$ cat src/rtl/mem_req_pkg.sv
// Shared types, widths and tag packing for the single-word memory requester.
package mem_req_pkg;

    localparam int unsigned MEM_TAG_W    = 7;
    localparam int unsigned CLIENT_TAG_W = 5;
    localparam int unsigned WORD_W       = 32;

    typedef enum logic [1:0] {
        StIdle  = 2'd0,
        StIssue = 2'd1,
        StWait  = 2'd2,
        StResp  = 2'd3
    } req_state_e;

    // The low two tag bits carry the word index so each ack names its word.
    function automatic logic [MEM_TAG_W-1:0] pack_tag(input logic [CLIENT_TAG_W-1:0] tag,
                                                      input logic [1:0]              idx);
        return {tag, idx};
    endfunction

endpackage

$ cat src/rtl/mem_req_timeout.sv
// Per-word ack timer: cleared on issue, counts while waiting, saturates at TIMEOUT-1.
module mem_req_timeout #(
    parameter int unsigned TIMEOUT = 16
) (
    input  logic clk,
    input  logic rst_n,
    input  logic clr_i,
    input  logic en_i,
    output logic expired_o
);

    localparam int unsigned CntW = (TIMEOUT > 1) ? $clog2(TIMEOUT) : 1;

    logic [CntW-1:0] cnt_q;

    assign expired_o = (cnt_q == CntW'(TIMEOUT - 1));

    always_ff @(posedge clk or negedge rst_n) begin
        if (!rst_n) begin
            cnt_q <= '0;
        end else if (clr_i) begin
            cnt_q <= '0;
        end else if (en_i && !expired_o) begin
            cnt_q <= cnt_q + 1'b1;
        end
    end

endmodule

$ cat src/rtl/mem_requester.sv
// Splits one multi-word client request into single-word memory transactions and
// gathers the read data into a single tagged response.
module mem_requester
    import mem_req_pkg::*;
#(
    parameter int unsigned MAX_WORDS = 4,
    parameter int unsigned TIMEOUT   = 16
) (
    input  logic                        clk,
    input  logic                        rst_n,
    input  logic                        req_valid,
    output logic                        req_ready,
    input  logic                        req_wr,
    input  logic                        req_gm_or_lds,
    input  logic [WORD_W-1:0]           req_addr,
    input  logic [2:0]                  req_count,
    input  logic [WORD_W*MAX_WORDS-1:0] req_wr_data,
    input  logic [CLIENT_TAG_W-1:0]     req_tag,
    output logic                        resp_valid,
    input  logic                        resp_ready,
    output logic [WORD_W*MAX_WORDS-1:0] resp_rd_data,
    output logic [CLIENT_TAG_W-1:0]     resp_tag,
    output logic                        resp_err,
    output logic                        mem_rd_en,
    output logic                        mem_wr_en,
    output logic                        mem_gm_or_lds,
    output logic [WORD_W-1:0]           mem_addresses,
    output logic [WORD_W-1:0]           mem_wr_data,
    output logic [MEM_TAG_W-1:0]        mem_input_tag,
    input  logic [WORD_W-1:0]           mem_rd_data,
    input  logic                        mem_ack,
    input  logic [MEM_TAG_W-1:0]        mem_output_tag
);

    localparam logic [2:0] MaxCount = 3'(MAX_WORDS);

    req_state_e                  state_q;
    logic                        wr_q;
    logic [WORD_W-1:0]           base_q;
    logic [2:0]                  count_q;
    logic [1:0]                  idx_q;
    logic [CLIENT_TAG_W-1:0]     tag_q;
    logic [WORD_W*MAX_WORDS-1:0] wr_data_q;
    logic [WORD_W*MAX_WORDS-1:0] rd_words_q;
    logic                        err_q;

    logic       expired;
    logic       tag_match;
    logic       advance;
    logic       last_word;
    logic [1:0] idx_next;

    assign tag_match = mem_ack && (mem_output_tag == mem_input_tag);
    assign advance   = (state_q == StWait) && (tag_match || expired);
    assign last_word = (({1'b0, idx_q} + 3'd1) >= count_q);
    assign idx_next  = idx_q + 2'd1;

    assign resp_rd_data = rd_words_q;
    assign resp_tag     = tag_q;
    assign resp_err     = err_q;

    mem_req_timeout #(
        .TIMEOUT(TIMEOUT)
    ) u_timeout (
        .clk      (clk),
        .rst_n    (rst_n),
        .clr_i    (state_q == StIssue),
        .en_i     (state_q == StWait),
        .expired_o(expired)
    );

    always_ff @(posedge clk or negedge rst_n) begin
        if (!rst_n) begin
            state_q       <= StIdle;
            wr_q          <= 1'b0;
            base_q        <= '0;
            count_q       <= '0;
            idx_q         <= '0;
            tag_q         <= '0;
            wr_data_q     <= '0;
            rd_words_q    <= '0;
            err_q         <= 1'b0;
            req_ready     <= 1'b1;
            resp_valid    <= 1'b0;
            mem_rd_en     <= 1'b0;
            mem_wr_en     <= 1'b0;
            mem_gm_or_lds <= 1'b0;
            mem_addresses <= '0;
            mem_wr_data   <= '0;
            mem_input_tag <= '0;
        end else begin
            case (state_q)
                StIdle: begin
                    if (req_valid) begin
                        wr_q       <= req_wr;
                        base_q     <= req_addr;
                        tag_q      <= req_tag;
                        wr_data_q  <= req_wr_data;
                        rd_words_q <= '0;
                        idx_q      <= 2'd0;
                        if (req_count == 3'd0) begin
                            count_q <= 3'd1;
                            err_q   <= 1'b0;
                        end else if (req_count > MaxCount) begin
                            count_q <= MaxCount;
                            err_q   <= 1'b1;
                        end else begin
                            count_q <= req_count;
                            err_q   <= 1'b0;
                        end
                        req_ready     <= 1'b0;
                        mem_rd_en     <= !req_wr;
                        mem_wr_en     <= req_wr;
                        mem_gm_or_lds <= req_gm_or_lds;
                        mem_addresses <= req_addr;
                        mem_wr_data   <= req_wr_data[WORD_W-1:0];
                        mem_input_tag <= pack_tag(req_tag, 2'd0);
                        state_q       <= StIssue;
                    end
                end
                StIssue: begin
                    mem_rd_en <= 1'b0;
                    mem_wr_en <= 1'b0;
                    state_q   <= StWait;
                end
                StWait: begin
                    if (mem_ack && !tag_match) begin
                        err_q <= 1'b1;
                    end
                    // Address is still held, so the combinational read data belongs to this word.
                    if (tag_match && !wr_q) begin
                        rd_words_q[WORD_W*idx_q +: WORD_W] <= mem_rd_data;
                    end
                    if (advance) begin
                        if (!tag_match) begin
                            err_q <= 1'b1;
                        end
                        if (last_word) begin
                            resp_valid <= 1'b1;
                            state_q    <= StResp;
                        end else begin
                            idx_q         <= idx_next;
                            mem_rd_en     <= !wr_q;
                            mem_wr_en     <= wr_q;
                            mem_addresses <= base_q + {28'd0, idx_next, 2'b00};
                            mem_wr_data   <= wr_data_q[WORD_W*idx_next +: WORD_W];
                            mem_input_tag <= pack_tag(tag_q, idx_next);
                            state_q       <= StIssue;
                        end
                    end
                end
                StResp: begin
                    if (resp_ready) begin
                        resp_valid <= 1'b0;
                        req_ready  <= 1'b1;
                        state_q    <= StIdle;
                    end
                end
                default: state_q <= StIdle;
            endcase
        end
    end

endmodule

$ cat config.mk
export PLATFORM = sky130hd
export DESIGN_NAME = mem_requester
export DESIGN_NICKNAME = d
export VERILOG_FILES = /design/src/rtl/mem_req_pkg.sv /design/src/rtl/mem_req_timeout.sv /design/src/rtl/mem_requester.sv
export SDC_FILE = /design/constraint.sdc
export NUM_CORES = 1
export LEC_CHECK = 0
export ABC_AREA = 1
export ABC_CLOCK_PERIOD_IN_PS = 7800
export CELL_PAD_IN_SITES_DETAIL_PLACEMENT = 1
export CELL_PAD_IN_SITES_GLOBAL_PLACEMENT = 1
export CORE_AREA = 4 4 204 246
export CTS_CLUSTER_SIZE = 25
export DETAILED_ROUTE_END_ITERATION = 7
export DIE_AREA = 0 0 208 250
export PLACE_DENSITY_LB_ADDON = 0.05
export SYNTH_ARGS = -nofsm -noshare
export SYNTH_HDL_FRONTEND = slang
export SYNTH_SLANG_ARGS = --single-unit
$ cat constraint.sdc
create_clock -name clk -period 7.8 [get_ports clk]
set_clock_uncertainty 0.05 [all_clocks]
set_input_delay 1.17 -clock clk [delete_from_list [all_inputs] [get_ports clk]]
set_output_delay 1.17 -clock clk [all_outputs]
set_load 0.03 [all_outputs]
## Word-level counts from Yosys, hierarchy flattened

Cells that the tools add are included.

| cells by class | value |
|---|---|
| add/subtract/negate cells | 5 |
| order comparisons | 2 |
| eq/ne operators | 11 |
| shift operators | 3 |
| multiplexer cells | 51 |
| reduce and logical (&&, ||, !) cells | 25 |

Operator list:

| kind | number |
|---|---|
| $mux 128 | 2 |
| $pmux 128 s2 | 1 |
| $mux 32 | 6 |
| $bwmux 128 | 1 |
| $pmux 32 s2 | 2 |
| $shift 32x34->128 const A | 1 |
| $shiftx 128x8->32 | 1 |
| $shiftx 32x34->128 | 1 |
| $neg 7->34 | 1 |
| $add 32x4->32 | 1 |
| $mux 7 | 3 |
| $mux 1 | 17 |
| $mux 2 | 7 |
| $pmux 7 s2 | 1 |
| $ne 2x2->1 const B | 6 |
| $reduce_and 4->1 | 3 |
| $reduce_and 3->1 | 3 |
| $mux 4 | 2 |
| $pmux 2 s4 | 1 |
| $reduce_bool 2->1 | 4 |
| $eq 7x7->1 | 1 |
| $mux 3 | 2 |
| $pmux 1 s2 | 3 |
| $pmux 1 s3 | 2 |
| other kinds (16) | 25 |

| storage, ports and cells | value |
|---|---|
| register bits after elaboration | 382 |
| bits of input ports | 214 |
| output and inout bits | 210 |

## Depth between registers and ports, before layout

| logic depth | value |
|---|---|
| depth in word-level cells | 8 |
| depth in mapped cells | 16 |
| depth with buffers taken out | 13 |

## By module

From an unflattened synthesis, not the netlist that was laid out.

| second synthesis, totals | value |
|---|---|
| cell total of the unflattened synthesis | 2223 |
| area, all modules | 17643.2 µm² |

Modules (own cells, without submodules):

| module | times used | cells each | area an instance (µm²) |
|---|---|---|---|
| mem_requester | 1 | 2194 | 17418.0 |
| mem_req_timeout | 1 | 29 | 225.2 |

## Worst setup path before layout

OpenSTA, ideal clock, no wires.

| timing path | value |
|---|---|
| path kind | register -> register |
| start point | reg mem_input_tag[0] |
| end point | reg mem_addresses[10] |
| setup time | 0.117 ns |
| arrival | 2.925 ns |
| setup slack | 4.709 ns |
| stages on the path, launching flop included | 17 |
| path through | dfrtp_1 buf_4 inv_2 clkbuf_1 clkbuf_1 ha_1 ha_1 nand3_1 nand3_1 nand2_1 nand2_1 inv_1 nand2_2 buf_4 buf_2 nand2_1 nand2_1 |

| between the ends | value |
|---|---|
| word-level cells in the longest chain between the ends | 6 |

RTL lines:

| element | line | RTL |
|---|---|---|
| from (decl) | mem_requester.sv:29 | `output logic [MEM_TAG_W-1:0] mem_input_tag,` |
| from (signal assigned) | mem_requester.sv:117 | `mem_input_tag <= pack_tag(req_tag, 2'd0);` |
| from (signal assigned) | mem_requester.sv:147 | `mem_input_tag <= pack_tag(tag_q, idx_next);` |
| $eq 7x7->1 | mem_requester.sv:53 | `assign tag_match = mem_ack && (mem_output_tag == mem_input_tag);` |
| $logic_and 1x1->1 | mem_requester.sv:53 |  |
| $logic_or 1x1->1 | mem_requester.sv:54 | `assign advance = (state_q == StWait) && (tag_match \|\| expired);` |
| $logic_and 1x1->1 | mem_requester.sv:54 |  |
| $ne 2x2->1 (no line) | - |  |
| $reduce_and 4->1 (no line) | - |  |
| to (signal assigned) | mem_requester.sv:115 | `mem_addresses <= req_addr;` |
| to (signal assigned) | mem_requester.sv:145 | `mem_addresses <= base_q + {28'd0, idx_next, 2'b00};` |
| to (decl) | mem_requester.sv:27 | `output logic [WORD_W-1:0] mem_addresses,` |

Every way passes these cells.
A chain may end at the register's enable or synchronous reset.

## Final worst setup path

| timing path | value |
|---|---|
| start point | reg mem_input_tag[0] |
| end point | reg rd_words_q[14], in the netlist resp_rd_data[14] |

| between the ends | value |
|---|---|
| word-level cells in the longest chain between the ends | 5 |

RTL lines:

| element | line | RTL |
|---|---|---|
| $eq 7x7->1 | mem_requester.sv:53 |  |
| $logic_and 1x1->1 | mem_requester.sv:53 |  |
| $logic_and 1x1->1 | mem_requester.sv:131 | `if (tag_match && !wr_q) begin` |
| $ne 2x2->1 (no line) | - |  |
| $reduce_and 3->1 (no line) | - |  |
| to (signal, indexed assignment) | mem_requester.sv:132 | `rd_words_q[WORD_W*idx_q +: WORD_W] <= mem_rd_data;` |
| to (decl) | mem_requester.sv:44 | `logic [WORD_W*MAX_WORDS-1:0] rd_words_q;` |

Every way passes these cells.

==> reports/summary.txt <==
Drt wl/cell = 20.01 µm
Top cells by area, synth = dfrtp_1 (51%), nand2_1 (20%), o21ai_0 (4.9%), nand4_1 (4.5%), inv_1 (3.8%)
CTS Buffer Depth = 3
Post-synth EDFFs = 0
Cell variety after synth = 32
Worst hold margin = 418.7 ps
Clock slew at reported path FFs = 60 ps
Largest family of logic cells by synthesized area = simple AND/OR/NAND/NOR gates
Pin count of the biggest net entering global routing = 140
Drt total wl = 68.74 mm
Peak supply drop = 0.2302 mV
Tot Pwr = 8.969 mW
Metal1 wirelength = 27.41 mm
Clock root buffer = clkbuf_16
Finish-stage setup viols = 0
Crit share post-route = 60.69%
Buf+Inv Stages, Crit Path = 4
Post-synthesis mux area share = 0%
Met3 Wirelength = 4.236 mm
CTS tree = built
Synth Area in Compound Gates = 7.661%
Critical Path AT = 5130 ps
Cell count after synthesis = 2433
Initial detailed-routing violation count = 901
First-pass DRT Iterations = 5
Worst Setup End Kind = flop
Worst slew pin tran = 1244 ps
HP Class = flop to flop
GRT Total Usage = 25.77%
CTS Buf Count = 42
RSZ-0062 raised after global routing = no
Die span in x = 208 µm
H-tree depth = 2
Number of remaining DRC errors = 0
First-pass GRT wire length = 108.2 mm
Antenna violations before repair = 18
P per Cell Area = 367.7 mW/mm²
Fraction of layout cells with a size suffix above 1 = 3.648%
Synthesized Nets = 2664
Status = completed
Post-route setup TNS = 0 ps
Number of synthesized register bits = 380
Metal2 WL = 34.51 mm
Slowest CP cell = inv_1
Leakage Power = 11.85 nW
Worst relative slew slack = 16.83%
Adder-cell share of the synthesized area = 1.190%
Share of the synthesized area in the top cell type = 51.25%
Post-synth ARST share = 100.0%
Starting Density = 38.72%
Worst-path cell chain = inv_2, buf_4, ha_1, nor2_1, inv_1, nand3_1, buf_4, nand2_1, nand2_1
DR top layer = met5
Layout Cells excl Fill = 3435
Synth Cell Area = 0.01850 mm²
Area growth, synth to finish = 31.82%
Post-synth top cells = nand2_1 (1007), dfrtp_1 (379), inv_1 (187), o21ai_0 (182), nor2_1 (141)
Post-CTS Hold Buffers = 0
DR vias/cell = 5.220
# IOs = 424
Die Area = 0.05200 mm²
Area share of and/or/nand/nor cells after synthesis = 32.04%
Dominant synthesized flop cell = dfrtp_1
# resized after CTS = 0
Register Area = 0.009514 mm²
Dpl cells = 3351
GRT overflow = 0
Fmax = 211.3 MHz
Tmin final = 4734 ps
Row Count = 88
Gpl congestion = 0.8636
Critical Path RT = 8200 ps
Crit path max-delay family = buffers and inverters
Worst path max stage delay = 930 ps
Core ar. = 0.04779 mm²
Largest area contributor in the netlist = dfrtp_1
Clock Latency Late Sink = 580 ps
Reg2Reg Setup Slack = 3070 ps
Max FO, Critical Path = 51
Antenna viol nets, final = 0
Post-DP HPWL = 48.23 mm
Synthesized area per cell = 7.605 µm²
Fillcell total = 5825
Sequential fraction of the synthesis area = 51.40%
Multi-input gate area = 0.007625 mm²
Die Y = 250 µm
Total of max-cap violations = 0
Most numerous cell in the Yosys netlist = nand2_1
Fin nets = 2996
Postcts setup bufs = 0
Via count = 17929
Xor/xnor cell area share of the yosys netlist = 0.1893%
Crit start category = flop
Pins Over Slew Limit = 0
I/O Buffers = 423
Synthesis warning total = 0
# clock sinks = 380
Final Hold Viols = 0
Vias in the first global route = 19098
WS Path Type = flop to flop
[where the power goes]
group	total, mW	switching [mW]	internal [mW]
logic	3.91	2.70	1.22
registers	3.13	0.459	2.67
clock network	1.92	0.832	1.09
total	8.97	3.99	4.98
[placed cells by master (no fill, tap or decap), types with 21 or more instances in the layout]
cell and count:
nand4_1 132, clkdlybuf4s50_1 422, o211ai_1 32, nand3_1 85, clkbuf_16 42, buf_4 21, nor2_1 141, o21ai_0 182
nor4_1 50, nand2_1 1005, a21oi_1 40, inv_1 187, dfrtp_1 378
[path summary, 6_finish.rpt]
check                                  from                to  cells past startpoint
hold reg to reg            resp_rd_data[18]  resp_rd_data[18]                      2
max in group asynchronous             rst_n     wr_data_q[82]                      2
hold / removal             resp_rd_data[18]  resp_rd_data[18]                      2
setup / recovery           mem_input_tag[0]  resp_rd_data[14]                      9
min in group asynchronous             rst_n  resp_rd_data[22]                      1
setup reg to reg           mem_input_tag[0]  resp_rd_data[14]                      9
[cell families (layout without fill, tap and decap cells)]
| family | count (synthesis) | after routing |
|---|---|---|
| compound gates | 261 | 261 |
| xor+xnor | 4 | 4 |
| fa+ha+maj | 17 | 17 |
| buf+inv | 347 | 710 |
| flops | 380 | 380 |
| other cells | 0 | 9 |
| simple gates | 1424 | 1424 |
[sequential cells by signal (all words and copies together), names as in the netlist, 2 cells and up]
signal and cells:
base_q 32, count_q 3, mem_addresses 32, mem_input_tag 7, mem_wr_data 32, resp_rd_data 128, resp_tag 5, state_q 2
u_timeout.cnt_q 4, wr_data_q 128
[cell type report]
class | count | share of cell area [%]
diodes | 9 | 0.09233
flip-flops and latches | 380 | 39.00
well taps | 630 | 3.232
multi-input cells | 1706 | 31.26
clock buffers | 64 | 5.058
clock inverters | 11 | 0.3026
inverters | 190 | 2.944
repair buffers | 445 | 18.11
[worst reg2reg max path: cells and delay by family, from the launching register on]
kind                     cells  cell delay [ps]
flip-flops                   1              680
AND/OR/NAND/NOR              4             1010
buffers and inverters        4             2380
adder cells (fa/ha/maj)      1              490
[stage by stage]
stage | setup WS (ps) | cell area, µm² | util (%)
floorplan | 4709 | 18500 | -
global placement | 3119 | 23060 | 48.26
detailed placement | 3034 | 23060 | 48.26
CTS | 3051 | 24370 | 51.00
global route | 2782 | 24390 | 51.03
finish | 3066 | 24390 | 51.04
[routing by layer]
layer	up-vias	track usage, %
met4	20	9.311
met2	477	45.17
met5	-	0
met3	138	6.060
met1	8820	30.99
li1	8474	-
Power figures use the tool's default switching activity.
